$ cat src/rtl/div_arbiter_if.sv
// Bundles the requester-side and divider-side signals of the shared-divider arbiter.
// The arbiter is the slave; the requesters and the divider together form the master side.
`timescale 1ns/1ps
interface div_arbiter_if #(
  parameter int n = 8,
  parameter int p = 8
);
  logic [3:0]     req;
  logic [4*n-1:0] x_in;
  logic [4*n-1:0] y_in;
  logic [3:0]     gnt;
  logic [3:0]     rsp_valid;
  logic [1:0]     rsp_id;
  logic [p-1:0]   rsp_quotient;
  logic [p-1:0]   rsp_remainder;
  logic           rsp_err;
  logic           div_rst;
  logic           div_start;
  logic [n-1:0]   div_x;
  logic [n-1:0]   div_y;
  logic           div_done;
  logic [p-1:0]   div_quotient;
  logic [p-1:0]   div_remainder;

  modport slave (
    input  req, x_in, y_in, div_done, div_quotient, div_remainder,
    output gnt, rsp_valid, rsp_id, rsp_quotient, rsp_remainder, rsp_err,
           div_rst, div_start, div_x, div_y
  );

  modport master (
    output req, x_in, y_in, div_done, div_quotient, div_remainder,
    input  gnt, rsp_valid, rsp_id, rsp_quotient, rsp_remainder, rsp_err,
           div_rst, div_start, div_x, div_y
  );
endinterface

$ cat src/rtl/div_arbiter.sv
// Round-robin arbiter sharing one sequential divider among four requesters,
// with divide-by-zero bypass and a WAIT timeout. Every output is a register.
`timescale 1ns/1ps
module div_arbiter #(
  parameter int n   = 8,
  parameter int p   = 8,
  parameter int TMO = 2*p+4
) (
  input  logic         clk,
  input  logic         reset,
  div_arbiter_if.slave bus
);
  localparam int CW = $clog2(TMO + 1);

  typedef enum logic [2:0] {
    S_IDLE, S_CLR, S_LAUNCH, S_WAIT, S_ZERO, S_RESP
  } state_t;

  state_t        r_state;
  state_t        w_nextState;

  logic [1:0]    r_lastWinner;
  logic [1:0]    r_id;
  logic [1:0]    w_winner;
  logic [1:0]    w_cand;
  logic [n-1:0]  r_x;
  logic [n-1:0]  r_y;
  logic [n-1:0]  w_selX;
  logic [n-1:0]  w_selY;
  logic [CW-1:0] r_cnt;
  logic          w_timeout;
  logic [p-1:0]  w_zeroRem;

  logic [3:0]    r_gnt;
  logic [3:0]    r_rspValid;
  logic [1:0]    r_rspId;
  logic [p-1:0]  r_rspQuot;
  logic [p-1:0]  r_rspRem;
  logic          r_rspErr;
  logic          r_divRst;
  logic          r_divStart;

  // Scan downward so the requester closest after the last winner overwrites the rest.
  always_comb begin
    w_winner = r_lastWinner;
    w_cand   = r_lastWinner;
    for (int k = 4; k >= 1; k--) begin
      w_cand = r_lastWinner + 2'(k);
      if (bus.req[w_cand]) begin
        w_winner = w_cand;
      end
    end
  end

  assign w_selX    = bus.x_in[int'(w_winner)*n +: n];
  assign w_selY    = bus.y_in[int'(w_winner)*n +: n];
  assign w_timeout = (r_cnt == CW'(TMO - 1));

  generate
    if (p > n) begin : g_remExtend
      assign w_zeroRem = {{(p-n){r_x[n-1]}}, r_x};
    end else if (p == n) begin : g_remSame
      assign w_zeroRem = r_x;
    end else begin : g_remTrunc
      assign w_zeroRem = r_x[p-1:0];
    end
  endgenerate

  always_ff @(posedge clk) begin
    if (reset) begin
      r_state <= S_IDLE;
    end else begin
      r_state <= w_nextState;
    end
  end

  always_comb begin
    w_nextState = r_state;
    unique case (r_state)
      S_IDLE: begin
        if (|bus.req) begin
          w_nextState = (w_selY == '0) ? S_ZERO : S_CLR;
        end
      end
      S_CLR:    w_nextState = S_LAUNCH;
      S_LAUNCH: w_nextState = S_WAIT;
      S_WAIT: begin
        if (bus.div_done || w_timeout) begin
          w_nextState = S_RESP;
        end
      end
      S_ZERO:   w_nextState = S_RESP;
      S_RESP:   w_nextState = S_IDLE;
      default:  w_nextState = S_IDLE;
    endcase
  end

  // Each output pulse is registered on the edge leaving the state that owns it,
  // so it is visible during the following state.
  always_ff @(posedge clk) begin
    if (reset) begin
      r_lastWinner <= 2'd3;
      r_id         <= '0;
      r_x          <= '0;
      r_y          <= '0;
      r_cnt        <= '0;
      r_gnt        <= '0;
      r_rspValid   <= '0;
      r_rspId      <= '0;
      r_rspQuot    <= '0;
      r_rspRem     <= '0;
      r_rspErr     <= 1'b0;
      r_divRst     <= 1'b1;
      r_divStart   <= 1'b0;
    end else begin
      r_gnt      <= '0;
      r_rspValid <= '0;
      r_divRst   <= (r_state == S_CLR);
      r_divStart <= (r_state == S_LAUNCH);
      unique case (r_state)
        S_IDLE: begin
          if (|bus.req) begin
            r_gnt        <= 4'b0001 << w_winner;
            r_x          <= w_selX;
            r_y          <= w_selY;
            r_id         <= w_winner;
            r_lastWinner <= w_winner;
          end
        end
        S_LAUNCH: begin
          r_cnt <= '0;
        end
        S_WAIT: begin
          if (bus.div_done) begin
            r_rspQuot <= bus.div_quotient;
            r_rspRem  <= bus.div_remainder;
            r_rspErr  <= 1'b0;
            r_rspId   <= r_id;
          end else if (w_timeout) begin
            r_rspQuot <= '0;
            r_rspRem  <= '0;
            r_rspErr  <= 1'b1;
            r_rspId   <= r_id;
          end else begin
            r_cnt <= r_cnt + 1'b1;
          end
        end
        S_ZERO: begin
          r_rspQuot <= '1;
          r_rspRem  <= w_zeroRem;
          r_rspErr  <= 1'b1;
          r_rspId   <= r_id;
        end
        S_RESP: begin
          r_rspValid <= 4'b0001 << r_rspId;
        end
        default: begin
        end
      endcase
    end
  end

  assign bus.gnt           = r_gnt;
  assign bus.rsp_valid     = r_rspValid;
  assign bus.rsp_id        = r_rspId;
  assign bus.rsp_quotient  = r_rspQuot;
  assign bus.rsp_remainder = r_rspRem;
  assign bus.rsp_err       = r_rspErr;
  assign bus.div_rst       = r_divRst;
  assign bus.div_start     = r_divStart;
  assign bus.div_x         = r_x;
  assign bus.div_y         = r_y;
endmodule

$ cat src/flat_wrapper.sv
// flat-port wrapper written by rule: the top's interface ports become plain ports
module div_arbiter_flat 
#(
  parameter int n   = 8,
  parameter int p   = 8,
  parameter int TMO = 2*p+4
)
  (clk, reset, bus_req, bus_x_in, bus_y_in, bus_div_done, bus_div_quotient, bus_div_remainder, bus_gnt, bus_rsp_valid, bus_rsp_id, bus_rsp_quotient, bus_rsp_remainder, bus_rsp_err, bus_div_rst, bus_div_start, bus_div_x, bus_div_y);
  div_arbiter_if #(.n(n), .p(p)) bus_i ();
  input  logic clk;
  input  logic reset;
  input wire logic [$bits(bus_i.req)-1:0] bus_req;
  input wire logic [$bits(bus_i.x_in)-1:0] bus_x_in;
  input wire logic [$bits(bus_i.y_in)-1:0] bus_y_in;
  input wire logic [$bits(bus_i.div_done)-1:0] bus_div_done;
  input wire logic [$bits(bus_i.div_quotient)-1:0] bus_div_quotient;
  input wire logic [$bits(bus_i.div_remainder)-1:0] bus_div_remainder;
  output wire logic [$bits(bus_i.gnt)-1:0] bus_gnt;
  output wire logic [$bits(bus_i.rsp_valid)-1:0] bus_rsp_valid;
  output wire logic [$bits(bus_i.rsp_id)-1:0] bus_rsp_id;
  output wire logic [$bits(bus_i.rsp_quotient)-1:0] bus_rsp_quotient;
  output wire logic [$bits(bus_i.rsp_remainder)-1:0] bus_rsp_remainder;
  output wire logic [$bits(bus_i.rsp_err)-1:0] bus_rsp_err;
  output wire logic [$bits(bus_i.div_rst)-1:0] bus_div_rst;
  output wire logic [$bits(bus_i.div_start)-1:0] bus_div_start;
  output wire logic [$bits(bus_i.div_x)-1:0] bus_div_x;
  output wire logic [$bits(bus_i.div_y)-1:0] bus_div_y;
  assign bus_i.req = bus_req;
  assign bus_i.x_in = bus_x_in;
  assign bus_i.y_in = bus_y_in;
  assign bus_i.div_done = bus_div_done;
  assign bus_i.div_quotient = bus_div_quotient;
  assign bus_i.div_remainder = bus_div_remainder;
  assign bus_gnt = bus_i.gnt;
  assign bus_rsp_valid = bus_i.rsp_valid;
  assign bus_rsp_id = bus_i.rsp_id;
  assign bus_rsp_quotient = bus_i.rsp_quotient;
  assign bus_rsp_remainder = bus_i.rsp_remainder;
  assign bus_rsp_err = bus_i.rsp_err;
  assign bus_div_rst = bus_i.div_rst;
  assign bus_div_start = bus_i.div_start;
  assign bus_div_x = bus_i.div_x;
  assign bus_div_y = bus_i.div_y;
  div_arbiter #(.n(n), .p(p), .TMO(TMO)) u_core (.clk(clk), .reset(reset), .bus(bus_i));
endmodule
$ cat config.mk
export PLATFORM = sky130hd
export DESIGN_NAME = div_arbiter_flat
export DESIGN_NICKNAME = d
export VERILOG_FILES = /design/src/rtl/div_arbiter_if.sv /design/src/rtl/div_arbiter.sv /design/src/flat_wrapper.sv
export SDC_FILE = /design/constraint.sdc
export NUM_CORES = 1
export LEC_CHECK = 0
export CAP_MARGIN = 40
export CORE_ASPECT_RATIO = 1.4
export CORE_UTILIZATION = 42
export DETAILED_ROUTE_END_ITERATION = 8
export GPL_TIMING_DRIVEN = 0
export HOLD_SLACK_MARGIN = 0.15
export PLACE_DENSITY = 0.88
export REMOVE_ABC_BUFFERS = 1
export SLEW_MARGIN = 20
export SYNTH_ARGS = -nofsm -noshare
export SYNTH_HDL_FRONTEND = slang
export SYNTH_SLANG_ARGS = --single-unit
export TNS_END_PERCENT = 30
$ cat constraint.sdc
create_clock -name clk -period 2.29 [get_ports clk]
set_input_delay 0.3435 -clock clk [delete_from_list [all_inputs] [get_ports clk]]
set_output_delay 0.3435 -clock clk [all_outputs]
set_load 0.01 [all_outputs]
# --- Yosys cells after proc, flatten, opt, wreduce, memory -nomap -nowiden ---
# Cells that the tools add are included.
classes:
  addsub: 4
  n_mul: 0
  div_mod_pow: 0
  magnitude_cmp: 3
  eq_ne: 11
  shift: 4
  muxes: 27
  bitwise_logic: 3
  n_reduce_logical: 12
ops:
  columns: ["operator", "count"]
  rows:
  - ["32-bit by 6-bit variable part select with 8-bit output", 2]
  - ["8-bit one-hot mux with 2 select lines", 2]
  - ["8-bit 2-to-1 mux", 3]
  - ["3-bit one-hot mux with 5 select lines", 1]
  - ["2-bit 2-to-1 mux", 5]
  - ["5-bit 2-to-1 mux", 2]
  - ["5-bit one-hot mux with 2 select lines", 1]
  - ["2-bit by 3-bit less-than comparator with 1-bit output, second input constant", 3]
  - ["3-bit 2-to-1 mux", 3]
  - ["8-bit logical NOT", 1]
  - ["1-bit by 2-bit left shift with 4-bit output, first input constant", 2]
  - ["1-bit binary-select mux with 2-bit select", 3]
  - ["3-bit by 2-bit == test with 1-bit output, second input constant", 2]
  - ["3-bit == test, second input constant", 2]
  - ["2-bit AND reduction", 3]
  - ["5-bit by 1-bit adder with 5-bit output, second input constant", 1]
  - ["5-bit == test, second input constant", 1]
  - ["1-bit 2-to-1 mux", 5]
  - ["2-bit adder, second input constant", 2]
  - ["2-bit by 1-bit inequality test with 1-bit output, second input constant", 2]
  - ["2-bit inequality test, second input constant", 2]
  - ["2-bit one-hot mux with 2 select lines", 1]
  - ["2-bit nonzero test", 2]
  - ["4-bit OR reduction", 1]
  - ["other kinds (10)", 12]
word_totals:
  regBits: 57
  latchBits: 0
  ramBits: 0
  rom_bits: 0
  input_bits: 87
  output_inout_bits: 45
  elab_cells: 78
  mem_count: 0

# --- Longest topological paths before layout ---
depth:
  word_depth: 11
  ltp_mapped: 7
  mapped_depth_nobuf: 6

# --- Least setup slack after synthesis ---
# No wires, ideal clock.
synth_timing:
  path_type: "reg-to-reg"
  from: "register u_core.r_cnt[0]"
  to: "register u_core.r_rspRem[5] (netlist: u_core.bus.rsp_remainder[5])"
  setup_time_ns: 0.142
  arrival_time_ns: 1.530
  required_ns: 2.148
  path_slack_ns: 0.618
  path_stages_with_launch: 7
  path_buffers: 1
  synth_period_minus_slack_ns: 1.672
  path_cell_list: "dfxtp_1 -> ha_1 -> nor4bb_1 -> o211ai_1 -> nand2_2 -> buf_1 -> a311oi_1"
synth_between:
  elab_chain_len: 3
synth_lines:
  columns: ["item", "line_no", "source"]
  rows:
  - ["start, declared", "div_arbiter.sv:30", "logic [CW-1:0] r_cnt;"]
  - ["start signal, assigned", "div_arbiter.sv:145", "r_cnt <= r_cnt + 1'b1;"]
  - ["5-bit == test", "div_arbiter.sv:57", "assign w_timeout = (r_cnt == CW'(TMO - 1));"]
  - ["3-bit by 2-bit inequality test with 1-bit output (no source line)", null, null]
  - ["2-bit AND reduction (no source line)", null, null]
  - ["end signal, assigned", "div_arbiter.sv:136", "r_rspRem <= bus.div_remainder;"]
  - ["end signal, assigned", "div_arbiter.sv:150", "r_rspRem <= w_zeroRem;"]
  - ["end, declared", "div_arbiter.sv:38", "logic [p-1:0] r_rspRem;"]
# Every way passes these cells.
# A chain may end at the register's enable or synchronous reset.

# --- Worst setup path after layout ---
layout_timing:
  from: "input port bus_div_done"
  to: "register u_core.r_rspRem[3] (netlist: u_core.bus.rsp_remainder[3])"
layout_between:
  elab_chain_len: 2
  word_cells_on_any_way: 4
  cone_classes: "eq/ne (1); mux (2); reduce/logical (1)"
layout_lines:
  columns: ["item", "line_no", "source"]
  rows:
  - ["start, declared", "flat_wrapper.sv:15", "input wire logic [$bits(bus_i.div_done)-1:0] bus_div_done;"]
  - ["8-bit 2-to-1 mux / 3-bit by 2-bit inequality test with 1-bit output (equally long branches)", null, null]
  - ["8-bit one-hot mux with 2 select lines / 2-bit AND reduction (equally long branches)", null, null]
# Several ways; a longest one is shown, not always the timed one.

==> reports/metrics.cfg <==
[routing]
routed_via_count = 3119
detailedRoute.firstPassIterationCount = 4
detail_route.wl_per_cell_um = 15.3
detail_route.vias_per_cell = 5.57
drt_drc_violations_left = 0
wirelength_um = 8590
drt.antenna.violating_nets = 0
drtIter0Drc = 155

[floorplan]
initial_utilization = 0.435
rows = 35
die_w_um = 72.0
pin_count = 132
die_area_sq_um = 7190
core_box_area_sq_um = 6610
die-height_um = 99.9

[power]
p_leak_nw = 1.64
total_switching_power_mw = 1.86
power_frac_comb = 0.475
worst_vdd_ir_mv = 0.485
p_sw_frac = 0.379
seq_power_share = 0.321
internal_pwr_total_mw = 3.06
p_total_mw = 4.92
share_of_power_burned_in_the_clock_network = 0.204
pwr_density_cell_nw_per_um2 = 1100

[setup_path]
rrSetupSlack_ns = 0.24
critical_path.cell_chain = clkdlybuf4s50_1 > o211ai_1 > nand2_4 > nor2_1 > a311oi_1
worstPathArrival_ns = 2.35
critPathSlowestCell = sky130_fd_sc_hd__clkdlybuf4s50_1
worst-endpoint-required_ns = 2.53
r2r-start = u_core.r_cnt[0]
critical_path.max_stage_delay_ns = 0.96
path_max_fanout = 35
cp-start-kind = primary input
worst_path_top_cell_family_by_delay = buffers and inverters
critical_path.n_buffers_inverters = 1
critical_path_class = primary input to flop
worst_r2r_path_depth = 6
reg2reg_to = u_core.bus.rsp_remainder[3]
crit_path_end_kind = flop

[layout]
finalInstanceArea_sq_um = 4450
syn_to_final_growth_pct = 54.8
share_of_the_core_filled_with_cells_in_the_final_layout = 0.674
layout-drive-gt1-share = 0.0662
layout_commonest_cell = sky130_fd_sc_hd__clkdlybuf4s50_1
most_frequent_cells_in_the_layout = sky130_fd_sc_hd__clkdlybuf4s50_1 (131), sky130_fd_sc_hd__dfxtp_1 (57), sky130_fd_sc_hd__a211oi_1 (42), sky130_fd_sc_hd__nand2_1 (37), sky130_fd_sc_hd__and3_1 (33)
final_nets = 551
antennaDiodeCount = 0

[worst_hold_path]
hold_class = flop to flop
worstHoldEndpoint = u_core.bus.div_y[6]
min_delay_path_depth = 2
hp-start = u_core.bus.div_y[6]

[placed_design]
port-buffer-count = 131
detailed_place_hpwl_um = 6400
placement.setup.worst_slack_ns = -0.785
last_weighted_congestion_value_of_the_routability_driven_placer = 0.840
postPlaceCellArea_sq_um = 4220

[synth]
async_reset_ff_frac = 0
synthesized_instance_count = 344
synthTopCellsByArea = sky130_fd_sc_hd__dfxtp_1 (40%), sky130_fd_sc_hd__a211oi_1 (11%), sky130_fd_sc_hd__and3_1 (7.2%)
synth_edf_count = 0
post-synth-top-area-cell = sky130_fd_sc_hd__dfxtp_1
mean_syn_cell_area_sq_um = 8.37
synth_seq_area_share = 0.397
ys_ff_latch = 57
mappedNetlistArea_sq_um = 2880
synth.top_cell.area_share = 0.397
yosys.cell_types.count = 43
synth-warning-count = 0
synthFlopType = sky130_fd_sc_hd__dfxtp_1

[global_routing]
grt.total_usage = 0.245
grt_max_degree = 37
grt_first_pass_wirelength_um = 13900
grt_pass1_vias = 3095
grt_overflow = 0
grt_antenna_before_repair = 0

[clocking]
clock_sink_count = 57
cts_hold_repair.buffers = 0
worst_setup_hold_path_clk_slew_ns = 0.07
clock_path_buffers = 2
tritoncts_clock_tree = done
clock_tree.htree_level_count = 3
cts.root.buffer_cell = sky130_fd_sc_hd__clkbuf_8
cts-buffers-inserted = 9
insertion_delay_ns = 0.33

[sta]
report.final.setup_viol = 0
max_slew_margin = 0.498
finalClockSkew_ns = 0.00879
final_hold_fails = 0
max_freq_mhz = 475
rsz_0062_raised_after_global_routing = no
fin_hold_ws_ns = 0.456
slew_violations = 0
final_min_period_over_clock_period = 0.920
worstMarginPinSlew_ns = 0.751
final_critical_delay_including_setup_and_external_delays_ns = 2.11
fin_ws_ns = 0.183

[flow_run]
max_cap_viol_count = 0

[run_status]
run_status = finished, final reports clean

==> cell type report <==
type / instances / area, sq um
clock buffer: 10 / 128
clock inverter: 6 / 82.6
fill: 547 / 2160
inverter: 5 / 18.8
multi-input combinational: 253 / 1600
sequential: 57 / 1140
tap: 92 / 115
timing repair buffer: 137 / 1370
==> how the worst max path moves through the flow <==
stage | start | to | depth (start not counted) | slack (ns)
after global routing | bus_div_done | u_core.bus.rsp_remainder[2] | 5 | 0.05
final | bus_div_done | u_core.bus.rsp_remainder[3] | 5 | 0.18
after global placement | bus_req[1] | u_core.bus.div_y[7] | 5 | -1.57
after floorplan | bus_req[1] | u_core.bus.div_x[1] | 4 | -0.18
after CTS | bus_div_done | u_core.bus.rsp_remainder[3] | 5 | 0.12
after detailed placement | bus_req[1] | u_core.bus.div_y[1] | 6 | -0.79
==> cells by family after synthesis <==
kind of cell,share of synthesized area
buffers and inverters,0.0574
multiplexers,0.0139
AO/OA/AOI/OAI,0.247
flip-flops,0.397
XOR/XNOR,0.00913
AND/OR/NAND/NOR,0.272
adder cells (fa/ha/maj),0.00435
==> worst reg2reg max path: stages, from the launching register on <==
cell and delay (ns):
sky130_fd_sc_hd__dfxtp_1 0.37, sky130_fd_sc_hd__ha_1 0.20, sky130_fd_sc_hd__nor4bb_1 0.43, sky130_fd_sc_hd__o211ai_1 0.24, sky130_fd_sc_hd__nand2_4 0.37, sky130_fd_sc_hd__nor2_1 0.08
sky130_fd_sc_hd__a311oi_1 0.26
==> power groups by stage <==
stage	clock, mW	combinational, mW	sequential [mW]
final	1.00	2.34	1.58
after global routing	1.06	2.55	1.63
after CTS	1.02	2.33	1.58
after detailed placement	0	2.30	1.60
after global placement	0	2.17	1.58
after floorplan	0	1.11	1.67
==> routing by layer <==
metal,share of wire,up-vias,GRT usage
li1,-,1531,-
met1,0.38,1440,0.267
met2,0.54,120,0.438
met3,0.049,28,0.0452
met4,0.036,0,0.137
met5,0,-,0
==> stage by stage <==
stage	cells	TNS, ns
final	560	0
after global routing	560	0
after CTS	560	0
after detailed placement	543	-18.84
after global placement	538	-36.57
after floorplan	315	-2.57
==> flip-flops by register name, summed over array words and instances (netlist names), 2 cells and up <==
register / cells
u_core.bus.div_x: 8
u_core.r_id: 2
u_core.r_lastWinner: 2
u_core.r_cnt: 5
u_core.bus.rsp_valid: 4
u_core.bus.rsp_id: 2
u_core.bus.rsp_remainder: 8
u_core.bus.rsp_quotient: 8
u_core.bus.div_y: 8
u_core.r_state: 3
u_core.bus.gnt: 4
==> cells in the mapped netlist (2+ instances only) <==
master                     instances
sky130_fd_sc_hd__dfxtp_1          57
sky130_fd_sc_hd__a211oi_1         42
sky130_fd_sc_hd__nand2_1          37
sky130_fd_sc_hd__and3_1           33
sky130_fd_sc_hd__nor2_1           30
sky130_fd_sc_hd__o31ai_1          16
sky130_fd_sc_hd__a21oi_1          14
sky130_fd_sc_hd__clkbuf_1         14
sky130_fd_sc_hd__buf_2            11
sky130_fd_sc_hd__nand3_1          10
sky130_fd_sc_hd__a311oi_1          9
sky130_fd_sc_hd__nor4_1            9
sky130_fd_sc_hd__inv_1             5
sky130_fd_sc_hd__nor3_1            5
sky130_fd_sc_hd__o211ai_1          5
sky130_fd_sc_hd__o21ai_0           5
sky130_fd_sc_hd__mux2i_1           4
sky130_fd_sc_hd__nand4_1           4
sky130_fd_sc_hd__or2b_1            3
sky130_fd_sc_hd__a21o_1            2
sky130_fd_sc_hd__and2_1            2
sky130_fd_sc_hd__clkbuf_8          2
sky130_fd_sc_hd__nand2_2           2
sky130_fd_sc_hd__nand2b_1          2
sky130_fd_sc_hd__nor4bb_1          2
sky130_fd_sc_hd__xor2_1            2
==> timing repair <==
action / 4_1_cts / 5_1_grt
pin swaps: 1 / 0
resized for setup: 3 / 2
gates cloned: 0 / 0
endpoints found under the setup margin: 20 / 19
setup buffers: 1 / 0
Power figures use the tool's default switching activity.
